<file path="config.mk">
export PLATFORM = sky130hd
export DESIGN_NAME = drive_mode_arbiter
export DESIGN_NICKNAME = d
export VERILOG_FILES = /design/src/rtl/drive_arb_pkg.sv /design/src/rtl/btn_hold_det.sv /design/src/rtl/drive_mode_arbiter.sv
export SDC_FILE = /design/constraint.sdc
export NUM_CORES = 1
export LEC_CHECK = 0
export CAP_MARGIN = 20
export CORE_UTILIZATION = 51
export DETAILED_ROUTE_END_ITERATION = 10
export PLACE_DENSITY = 0.72
export SETUP_SLACK_MARGIN = 0.3
export SLEW_MARGIN = 25
export SYNTH_ARGS = -nofsm -noshare
export SYNTH_HDL_FRONTEND = slang
export SYNTH_SLANG_ARGS = --single-unit
</file>
<file path="constraint.sdc">
create_clock -name clk -period 3 [get_ports clk]
set_clock_uncertainty 0.15 [all_clocks]
set_input_delay 0.45 -clock clk [delete_from_list [all_inputs] [get_ports clk]]
set_output_delay 0.45 -clock clk [all_outputs]
set_load 0.005 [all_outputs]
</file>
<file path="src/rtl/drive_arb_pkg.sv">
// Shared encodings for the drive-mode arbiter: mode codes, motion bit
// positions, FSM states and small helpers for grant and motion clean-up.
package drive_arb_pkg;

    localparam logic [1:0] MODE_MAN  = 2'b00;
    localparam logic [1:0] MODE_SEMI = 2'b01;
    localparam logic [1:0] MODE_AUTO = 2'b10;
    localparam logic [1:0] MODE_RSVD = 2'b11;

    localparam int MOT_R = 3;
    localparam int MOT_L = 2;
    localparam int MOT_B = 1;
    localparam int MOT_F = 0;

    typedef enum logic [1:0] {
        S_OFF   = 2'd0,
        S_DRAIN = 2'd1,
        S_RUN   = 2'd2
    } state_t;

    // One-hot grant for a mode; reserved maps to no grant.
    function automatic logic [2:0] grant_of(input logic [1:0] mode);
        logic [2:0] g;
        case (mode)
            MODE_MAN:  g = 3'b001;
            MODE_SEMI: g = 3'b010;
            MODE_AUTO: g = 3'b100;
            default:   g = 3'b000;
        endcase
        return g;
    endfunction

    // Opposing directions cancel each other rather than picking a winner.
    function automatic logic [3:0] sanitize(input logic [3:0] m);
        logic [3:0] r;
        r = m;
        if (m[MOT_R] && m[MOT_L]) begin
            r[MOT_R] = 1'b0;
            r[MOT_L] = 1'b0;
        end
        if (m[MOT_B] && m[MOT_F]) begin
            r[MOT_B] = 1'b0;
            r[MOT_F] = 1'b0;
        end
        return r;
    endfunction

endpackage

</file>
<file path="src/rtl/btn_hold_det.sv">
// Long-press detector: one-cycle pulse on the PWR_HOLD-th consecutive high
// cycle, then disarmed until the button has been seen released.
module btn_hold_det #(
    parameter int PWR_HOLD = 100000000,
    parameter int CNT_W    = 27
) (
    input  logic clk,
    input  logic rst,
    input  logic btn,
    output logic hold
);

    localparam logic [CNT_W-1:0] HOLD_LAST = CNT_W'(PWR_HOLD - 1);

    logic [CNT_W-1:0] cnt;
    logic             armed;

    assign hold = armed && btn && (cnt == HOLD_LAST);

    // Press-length counter; a release both clears it and re-arms the detector.
    always_ff @(posedge clk or negedge rst) begin
        if (!rst) begin
            cnt   <= '0;
            armed <= 1'b0;
        end else if (!btn) begin
            cnt   <= '0;
            armed <= 1'b1;
        end else if (hold) begin
            cnt   <= '0;
            armed <= 1'b0;
        end else if (armed) begin
            cnt   <= cnt + CNT_W'(1);
        end
    end

endmodule

</file>
<file path="src/rtl/drive_mode_arbiter.sv">
// Power sequencing and motion-output arbitration between the manual,
// semi-auto and auto mode controllers. Every grant is preceded by a forced
// stop (drain) interval. Optional command watchdog: DRIVE_ARB_WDT_EN.
//
// state   | meaning
// S_OFF   | unpowered, all outputs zero, waiting for a long press
// S_DRAIN | powered, motion forced stop, counting down before a grant
// S_RUN   | one mode granted, its sanitised command drives motion
module drive_mode_arbiter
    import drive_arb_pkg::*;
#(
    parameter int PWR_HOLD  = 100000000,
    parameter int DRAIN_CYC = 50000000,
    parameter int WDT_CYC   = 10000000,
    parameter int CNT_W     = 27
) (
    input  logic       clk,
    input  logic       rst,
    input  logic       power_btn,
    input  logic [1:0] mode_sel,
    input  logic [3:0] cmd_man,
    input  logic [3:0] cmd_semi,
    input  logic [3:0] cmd_auto,
    input  logic       vld_semi,
    input  logic       vld_auto,
    input  logic [2:0] off_req,
    output logic [3:0] motion,
    output logic [2:0] grant,
    output logic       power_on,
    output logic       busy,
    output logic       mode_err,
    output logic       wdt_fault
);

    localparam logic [CNT_W-1:0] DRAIN_LAST = CNT_W'(DRAIN_CYC - 1);

    state_t           state, state_n;
    logic [1:0]       latched, latched_n;
    logic [1:0]       active, active_n;
    logic [CNT_W-1:0] drain_cnt, drain_cnt_n;
    logic [2:0]       grant_n;
    logic [3:0]       motion_n;
    logic             power_on_n, busy_n, mode_err_n;
    logic             hold, off_hit, wdt_trip;
    logic [3:0]       cmd_sel;

    btn_hold_det #(
        .PWR_HOLD (PWR_HOLD),
        .CNT_W    (CNT_W)
    ) u_hold (
        .clk  (clk),
        .rst  (rst),
        .btn  (power_btn),
        .hold (hold)
    );

    // Off request only counts when it comes from the mode holding the grant.
    assign off_hit = |(off_req & grant);

    // Command of the active mode; an invalid semi/auto command means stop.
    always_comb begin
        cmd_sel = 4'b0000;
        case (active)
            MODE_MAN:  cmd_sel = cmd_man;
            MODE_SEMI: cmd_sel = vld_semi ? cmd_semi : 4'b0000;
            MODE_AUTO: cmd_sel = vld_auto ? cmd_auto : 4'b0000;
            default:   cmd_sel = 4'b0000;
        endcase
    end

`ifdef DRIVE_ARB_WDT_EN
    localparam logic [CNT_W-1:0] WDT_LAST = CNT_W'(WDT_CYC - 1);

    logic [CNT_W-1:0] wdt_cnt, wdt_cnt_n;
    logic             wdt_fault_q, wdt_fault_n;
    logic             cmd_idle;

    assign cmd_idle  = ((active == MODE_SEMI) && !vld_semi) ||
                       ((active == MODE_AUTO) && !vld_auto);
    assign wdt_trip  = (state == S_RUN) && cmd_idle && (wdt_cnt == WDT_LAST);
    assign wdt_fault = wdt_fault_q;

    // Run of consecutive invalid commands; cleared whenever we leave S_RUN.
    always_comb begin
        wdt_cnt_n = '0;
        if ((state == S_RUN) && (state_n == S_RUN) && cmd_idle)
            wdt_cnt_n = wdt_cnt + CNT_W'(1);
    end

    // Watchdog count and sticky fault flag.
    always_ff @(posedge clk or negedge rst) begin
        if (!rst) begin
            wdt_cnt     <= '0;
            wdt_fault_q <= 1'b0;
        end else begin
            wdt_cnt     <= wdt_cnt_n;
            wdt_fault_q <= wdt_fault_n;
        end
    end
`else
    assign wdt_trip  = 1'b0;
    assign wdt_fault = 1'b0;
`endif

    // Next-state and next-output decode; priority power-off > watchdog > mode change.
    always_comb begin
        state_n     = state;
        latched_n   = latched;
        active_n    = active;
        drain_cnt_n = drain_cnt;
        grant_n     = grant;
        motion_n    = 4'b0000;
`ifdef DRIVE_ARB_WDT_EN
        wdt_fault_n = wdt_fault_q;
`endif
        case (state)
            S_OFF: begin
                if (hold) begin
                    state_n     = S_DRAIN;
                    latched_n   = mode_sel;
                    drain_cnt_n = '0;
`ifdef DRIVE_ARB_WDT_EN
                    wdt_fault_n = 1'b0;
`endif
                end
            end
            S_DRAIN: begin
                grant_n = 3'b000;
                if (hold) begin
                    state_n = S_OFF;
                end else if (mode_sel != latched) begin
                    latched_n   = mode_sel;
                    drain_cnt_n = '0;
                end else if (mode_sel == MODE_RSVD) begin
                    drain_cnt_n = '0;
                end else if (drain_cnt == DRAIN_LAST) begin
                    state_n     = S_RUN;
                    active_n    = latched;
                    grant_n     = grant_of(latched);
                    drain_cnt_n = '0;
                end else begin
                    drain_cnt_n = drain_cnt + CNT_W'(1);
                end
            end
            S_RUN: begin
                if (hold || off_hit) begin
                    state_n = S_OFF;
                end else if (wdt_trip) begin
                    state_n = S_OFF;
`ifdef DRIVE_ARB_WDT_EN
                    wdt_fault_n = 1'b1;
`endif
                end else if (mode_sel != active) begin
                    state_n     = S_DRAIN;
                    latched_n   = mode_sel;
                    drain_cnt_n = '0;
                    grant_n     = 3'b000;
                end else begin
                    motion_n = sanitize(cmd_sel);
                end
            end
            default: state_n = S_OFF;
        endcase

        if (state_n == S_OFF) begin
            latched_n   = 2'b00;
            active_n    = 2'b00;
            drain_cnt_n = '0;
            grant_n     = 3'b000;
        end

        power_on_n = (state_n != S_OFF);
        busy_n     = (state_n == S_DRAIN);
        mode_err_n = busy_n && (mode_sel == MODE_RSVD);
    end

    // State and registered outputs.
    always_ff @(posedge clk or negedge rst) begin
        if (!rst) begin
            state     <= S_OFF;
            latched   <= 2'b00;
            active    <= 2'b00;
            drain_cnt <= '0;
            grant     <= 3'b000;
            motion    <= 4'b0000;
            power_on  <= 1'b0;
            busy      <= 1'b0;
            mode_err  <= 1'b0;
        end else begin
            state     <= state_n;
            latched   <= latched_n;
            active    <= active_n;
            drain_cnt <= drain_cnt_n;
            grant     <= grant_n;
            motion    <= motion_n;
            power_on  <= power_on_n;
            busy      <= busy_n;
            mode_err  <= mode_err_n;
        end
    end

endmodule

</file>
# Yosys cells after proc, flatten, opt, wreduce, memory -nomap -nowiden
# Index checks and enable logic that the tools add are counted.
# op_classes
add_sub_neg	2
eq_ne	22
mux	52
n_bitwise	1
n_reduce_logical	20
# ops
cell	n
27-bit 2-to-1 mux	11
27-bit one-hot mux with 3 select lines	1
27-bit by 1-bit adder with 27-bit output, second input constant	2
2-bit 2-to-1 mux	21
27-bit by 26-bit equality test with 1-bit output, second input constant	1
27-bit equality test, second input constant	1
3-bit 2-to-1 mux	7
4-bit 2-to-1 mux	5
3-bit != test, second input constant	5
2-bit one-hot mux with 3 select lines	2
4-bit one-hot mux with 3 select lines	1
5-bit AND reduction	2
3-bit one-hot mux with 3 select lines	1
2-bit by 1-bit equality test with 1-bit output, second input constant	4
2-bit equality test, second input constant	4
2-bit logical NOT	4
2-bit by 1-bit != test with 1-bit output, second input constant	4
3-bit one-hot mux with 2 select lines	1
6-bit AND reduction	1
2-bit nonzero test	3
1-bit logical AND	5
2-bit != test	2
4-bit nonzero test	1
3-bit bitwise AND	1
6 further kinds	7
# totals
regBits	71
out_inout_bits	11
word_cells	108

# Logic depth before layout (Yosys ltp)
# logic_depth
word_depth	9
ltp_mapped	9
mapped_depth_nobuf	7

# Hierarchy
# A second synthesis with hierarchy kept.
# hier_totals
hier_cells	431
area_unflattened_um2	3967.6
# modules_own_cells
module	n_inst	cells_each	area_each_um2	seq_area_each_um2
drive_mode_arbiter	1	268	2437.3	1076.0
btn_hold_det	1	163	1530.2	700.7

# Least setup slack after synthesis
# Ideal clock, no wire load.
# synth_path
path_kind	register to register
from	reg u_hold.cnt[0]
to	reg u_hold.cnt[10]
t_arrival_ns	2.269
slack_ns	0.449
path_stages_with_launch	10
n_path_buf	3
synth_period_minus_slack_ns	2.551
path_cell_list	dfrtp_1 -> ha_1 -> nand4_4 -> or2_1 -> buf_6 -> or4b_1 -> clkbuf_1 -> nand2_1 -> clkbuf_1 -> nor2_1
# synth_via
elab_chain_len	4
word_cells_on_any_way	7
# synth_rtl
element	line_no	text
start: declaration	btn_hold_det.sv:15	logic [CNT_W-1:0] cnt;
start signal: assignment	btn_hold_det.sv:32	cnt <= cnt + CNT_W'(1);
27-bit by 1-bit adder with 27-bit output or 27-bit equality test (tied branches)	btn_hold_det.sv:32, btn_hold_det.sv:18	
27-bit 2-to-1 mux or 1-bit logical AND (tied branches)	btn_hold_det.sv:31, btn_hold_det.sv:18	
27-bit 2-to-1 mux	btn_hold_det.sv:28	end else if (hold) begin
27-bit 2-to-1 mux	btn_hold_det.sv:25	end else if (!btn) begin
# Parallel ways exist; a longest one is shown, timed or not. The select of a mux whose other input is x is not followed.
# A chain may end at the register's enable or synchronous reset.

# Worst setup path in the final report
# layout_path
from	reg u_hold.cnt[0]
to	reg drain_cnt[19]
# layout_via
elab_chain_len	8
word_cells_on_any_way	15
# layout_rtl
element	line_no	text
27-bit equality test (*)	btn_hold_det.sv:18	assign hold = armed && btn && (cnt == HOLD_LAST);
1-bit logical AND (*)	btn_hold_det.sv:18	
1-bit logical OR	drive_mode_arbiter.sv:146	if (hold || off_hit) begin
2-bit 2-to-1 mux	drive_mode_arbiter.sv:146	
2-bit one-hot mux with 3 select lines	drive_mode_arbiter.sv:116	case (state)
2-bit logical NOT	drive_mode_arbiter.sv:165	if (state_n == S_OFF) begin
3-bit != test (no line) or 4-bit nonzero test (tied branches)	n/a	
5-bit AND reduction (no line)	n/a	
end signal: assignment	drive_mode_arbiter.sv:193	drain_cnt <= drain_cnt_n;
end: declaration	drive_mode_arbiter.sv:40	logic [CNT_W-1:0] drain_cnt, drain_cnt_n;
# Every way passes the cells marked *; elsewhere a longest branch is shown, timed or not.

==> results by group <==
Placed design
  • Placed insts: 547
  • DPL Wire Length: slightly below 6000 um
  • GP Congestion: between 0.8 and 0.9
  • Area after DPL: roughly 0.0043 mm^2
  • Port bufs: 31

Synth
  • Yosys reg bits: 71
  • Async SR Flop Fraction: 1.000
  • Synth top area share: 0.4657
  • Yosys cell types: between 50 and 60
  • EDFF count, synth: 0
  • Most common flop cell mapped by yosys: dfrtp_1
  • Cells after Synth: between 400 and 500
  • Yosys warnings: 0
  • Largest area contributor in the netlist: dfrtp_1
  • Synthesized cell area: about 0.0038 mm^2
  • Synth area leaders: dfrtp_1, xor2_1, nand2_1
  • Post-synthesis sequential area ratio: 0.4657
  • Net Count, Synth: about 440
  • Syn avg cell area: 9.083 um^2

Final layout
  • Antenna cells: 0
  • Share of cells above drive strength 1: 0.09462
  • Area Overhead vs Synth: 18.07%
  • FILL cells: between 600 and 700
  • Nets: just under 500
  • Commonest cells after routing, fill and taps aside: dfrtp_1, nand2_1, nor2_1, clkdlybuf4s50_1, nand3_1
  • Most common cell after layout, fill and taps aside: dfrtp_1
  • Finished Cell Area: 0.004504 mm^2
  • Fin cells: between 500 and 600

Power and ir drop
  • P_sw: ~440 uW
  • PnR Total Power: 1775 uW
  • Leakage: 0.001896 uW
  • VDD IR max: between 0.0002 and 0.0003 V
  • Power per Cell Area: around 390 mW/mm^2
  • Switching Share: 0.2476
  • Combinational power share: 0.062
  • Register share of total power: 0.548
  • Clk network pwr share: 0.390
  • Internal: between 1000 and 1500 uW

CTS
  • Clock Path Buffers: 2
  • Clock tree from TritonCTS: yes
  • Post-CTS Setup Inserts: 0
  • Total CTS buffers: 9
  • CTS H-tree depth: 3
  • Clock sinks: 71
  • Clock-pin transition on the worst setup and hold timing paths: about 80 ps
  • Clk root buf: clkbuf_8
  • Later-pin clock latency in the skew report: between 300 and 400 ps

Timing
  • Final period util: 0.8534
  • Final slew viol count: 0
  • Worst slew margin: 0.5827
  • Sum Neg Setup Slack: 0 ps
  • Crit path time final: ~2600 ps
  • RSZ-0062 raised after global routing: yes
  • Final hold violation count: 0
  • Slew @ Worst Pin: ~630 ps
  • Timing-limited maximum frequency: ~400 MHz
  • Setup violators final: 0

Global route
  • GRT Overall Usage: 0.2368
  • Overflow after GRT: 0
  • First-pass GRT wire length: 14100 um
  • Vias in the first global route: around 3000
  • Largest net degree at the start of global routing: 47
  • Initial antenna violation count: 0

Detailed routing
  • Routed wire per std cell: roughly 15 um
  • DRC: 0
  • Drt via density: approximately 5.7
  • Post-DRT Antenna Nets: 0
  • Routed vias: 3215
  • Number of DRC markers in iteration 0: roughly 180
  • Pre-antenna DRT Iters: 4
  • Total Wirelength: around 8300 um

Floorplan
  • Die height: a little under 90 um
  • Core footprint: 0.007253 mm^2
  • I/O pin cnt: 33
  • Initial Util: 0.5260
  • Die Area: 0.007830 mm^2
  • Row count: 31
  • Die Wd: approximately 88 um

Critical path
  • RR Startpoint: u_hold.cnt[0]$_DFFE_PN0P_
  • WP data arrival: 2700 ps
  • Flop2flop setup slack: 440 ps
  • Crit-path slowest cell: or4_1
  • Worst setup EP type: flip-flop
  • CP Cell Sequence: ha_1 > nand4_4 > or2_4 > nor4_4 > mux2i_1 > buf_4 > or4_1 > a21oi_1
  • Worst r2r dst: drain_cnt[19]$_DFFE_PN0P_
  • Slowest stage delay, CP: around 460 ps
  • Worst setup path start: u_hold.cnt[0]$_DFFE_PN0P_
  • CP max FO: 11
  • CP startpoint kind: flip-flop
  • Critical Path End: drain_cnt[19]$_DFFE_PN0P_
  • R2R depth: 8
  • Critical Path RT: around 3100 ps
  • Setup Crit Path Kind: reg2reg

Status
  • Outcome: completed

Run
  • Max-cap viol count: 0

Hold path
  • Hold WC Path Type: reg2reg
==> power by group through the flow <==
stage / Combinational (uW) / Clock [uW] / Sequential, uW
3_3_place_gp: 108 / 0 / 992
5_1_grt: 124 / 754 / 974
4_1_cts: 112 / 713 / 973
6_report: 110 / 692 / 973
3_5_place_dp: 110 / 0 / 992
2_1_floorplan: 43.5 / 0 / 990
==> final cells by class <==
type                            count  area [um^2]  share of cell area
Inverter                           11        41.29            0.009167
Multi-Input combinational cell    320         1934              0.4294
Clock inverter                      5        33.78            0.007500
Sequential cell                    71         1777              0.3944
Timing Repair Buffer               47        452.9              0.1006
Tap cell                           99        123.9             0.02750
Clock buffer                       11        141.4             0.03139
==> worst max-delay path: cells and delay by family, from the launching register on <==
family | cells | cell delay, ps
fa+ha+maj | 1 | 240
compound gates | 1 | 150
flops | 1 | 390
simple gates | 4 | 1200
mux | 1 | 170
buf+inv | 1 | 200
==> Yosys cell counts, types with 3 or more instances <==
library cell and instances:
nand2_1 51, dfrtp_1 71, inv_1 11, nor4_1 6, or3_1 10, nor2_1 47
nor3_1 5, and3_1 13, a22o_1 3, o21ai_0 18, nand3_1 27, nor4b_1 3
xor2_1 23, o31ai_1 3, xnor2_1 10, a21oi_1 21, clkbuf_1 13, and2_1 4
nor2b_1 5, or4_1 3, and4_1 5, nand4_1 17, a31oi_1 9, mux2i_1 6
==> flip-flops by register name, summed over array words and instances, names as in the netlist <==
register,flops
drain_cnt,27
u_hold.cnt,27
motion,4
grant,3
active,2
latched,2
state,2
busy,1
mode_err,1
power_on,1
u_hold.armed,1
==> what timing repair did <==
item,4_1_cts,5_1_grt
hold buffers,1,0
endpoints found under the setup margin,0,6
gates resized for setup,0,4
hold endpoints to repair,25,0
==> how the worst min path moves through the flow <==
| stage | startpoint | endpoint | cells past startpoint |
|---|---|---|---|
| floorplan | rst | active[0]$_DFFE_PN0P_ | 0 |
| global placement | drain_cnt[23]$_DFFE_PN0P_ | drain_cnt[23]$_DFFE_PN0P_ | 1 |
| detailed placement | drain_cnt[23]$_DFFE_PN0P_ | drain_cnt[23]$_DFFE_PN0P_ | 1 |
| CTS | drain_cnt[23]$_DFFE_PN0P_ | drain_cnt[23]$_DFFE_PN0P_ | 1 |
| global route | drain_cnt[23]$_DFFE_PN0P_ | drain_cnt[23]$_DFFE_PN0P_ | 1 |
| finish | drain_cnt[23]$_DFFE_PN0P_ | drain_cnt[23]$_DFFE_PN0P_ | 1 |
==> stage by stage <==
stage,utilization,setup WS (ps),hold WS (ps)
final,0.6210,439.9,333.7
after detailed placement,0.5925,151.0,317.5
after CTS,0.6181,314.3,330.9
after global routing,0.6210,306.0,359.2
after floorplan,-,449.0,4.409
after global placement,0.5925,222.4,311.2
==> per-layer routing <==
metal  GRT usage  share of wire  routed length [um]  up-vias
met1      0.3037           0.46                3776     1555
li1            -              -                   -     1571
met4     0.07771          0.011                  89        0
met3     0.05410          0.047                 392        7
met2      0.3972           0.48                4006       82
met5           0              0                   0        -
==> kinds of logic (layout without fill, tap and decap cells) <==
group | Yosys count | in the layout | share of synthesized area
other cells | 1 | 1 | 0.0009830
simple gates | 210 | 210 | 0.2899
compound gates | 67 | 67 | 0.1082
flops | 71 | 71 | 0.4657
fa+ha+maj | 2 | 2 | 0.006558
mux | 7 | 7 | 0.01870
buf+inv | 29 | 74 | 0.03411
xor+xnor | 33 | 33 | 0.07576
(Power assumes the default switching activity.)
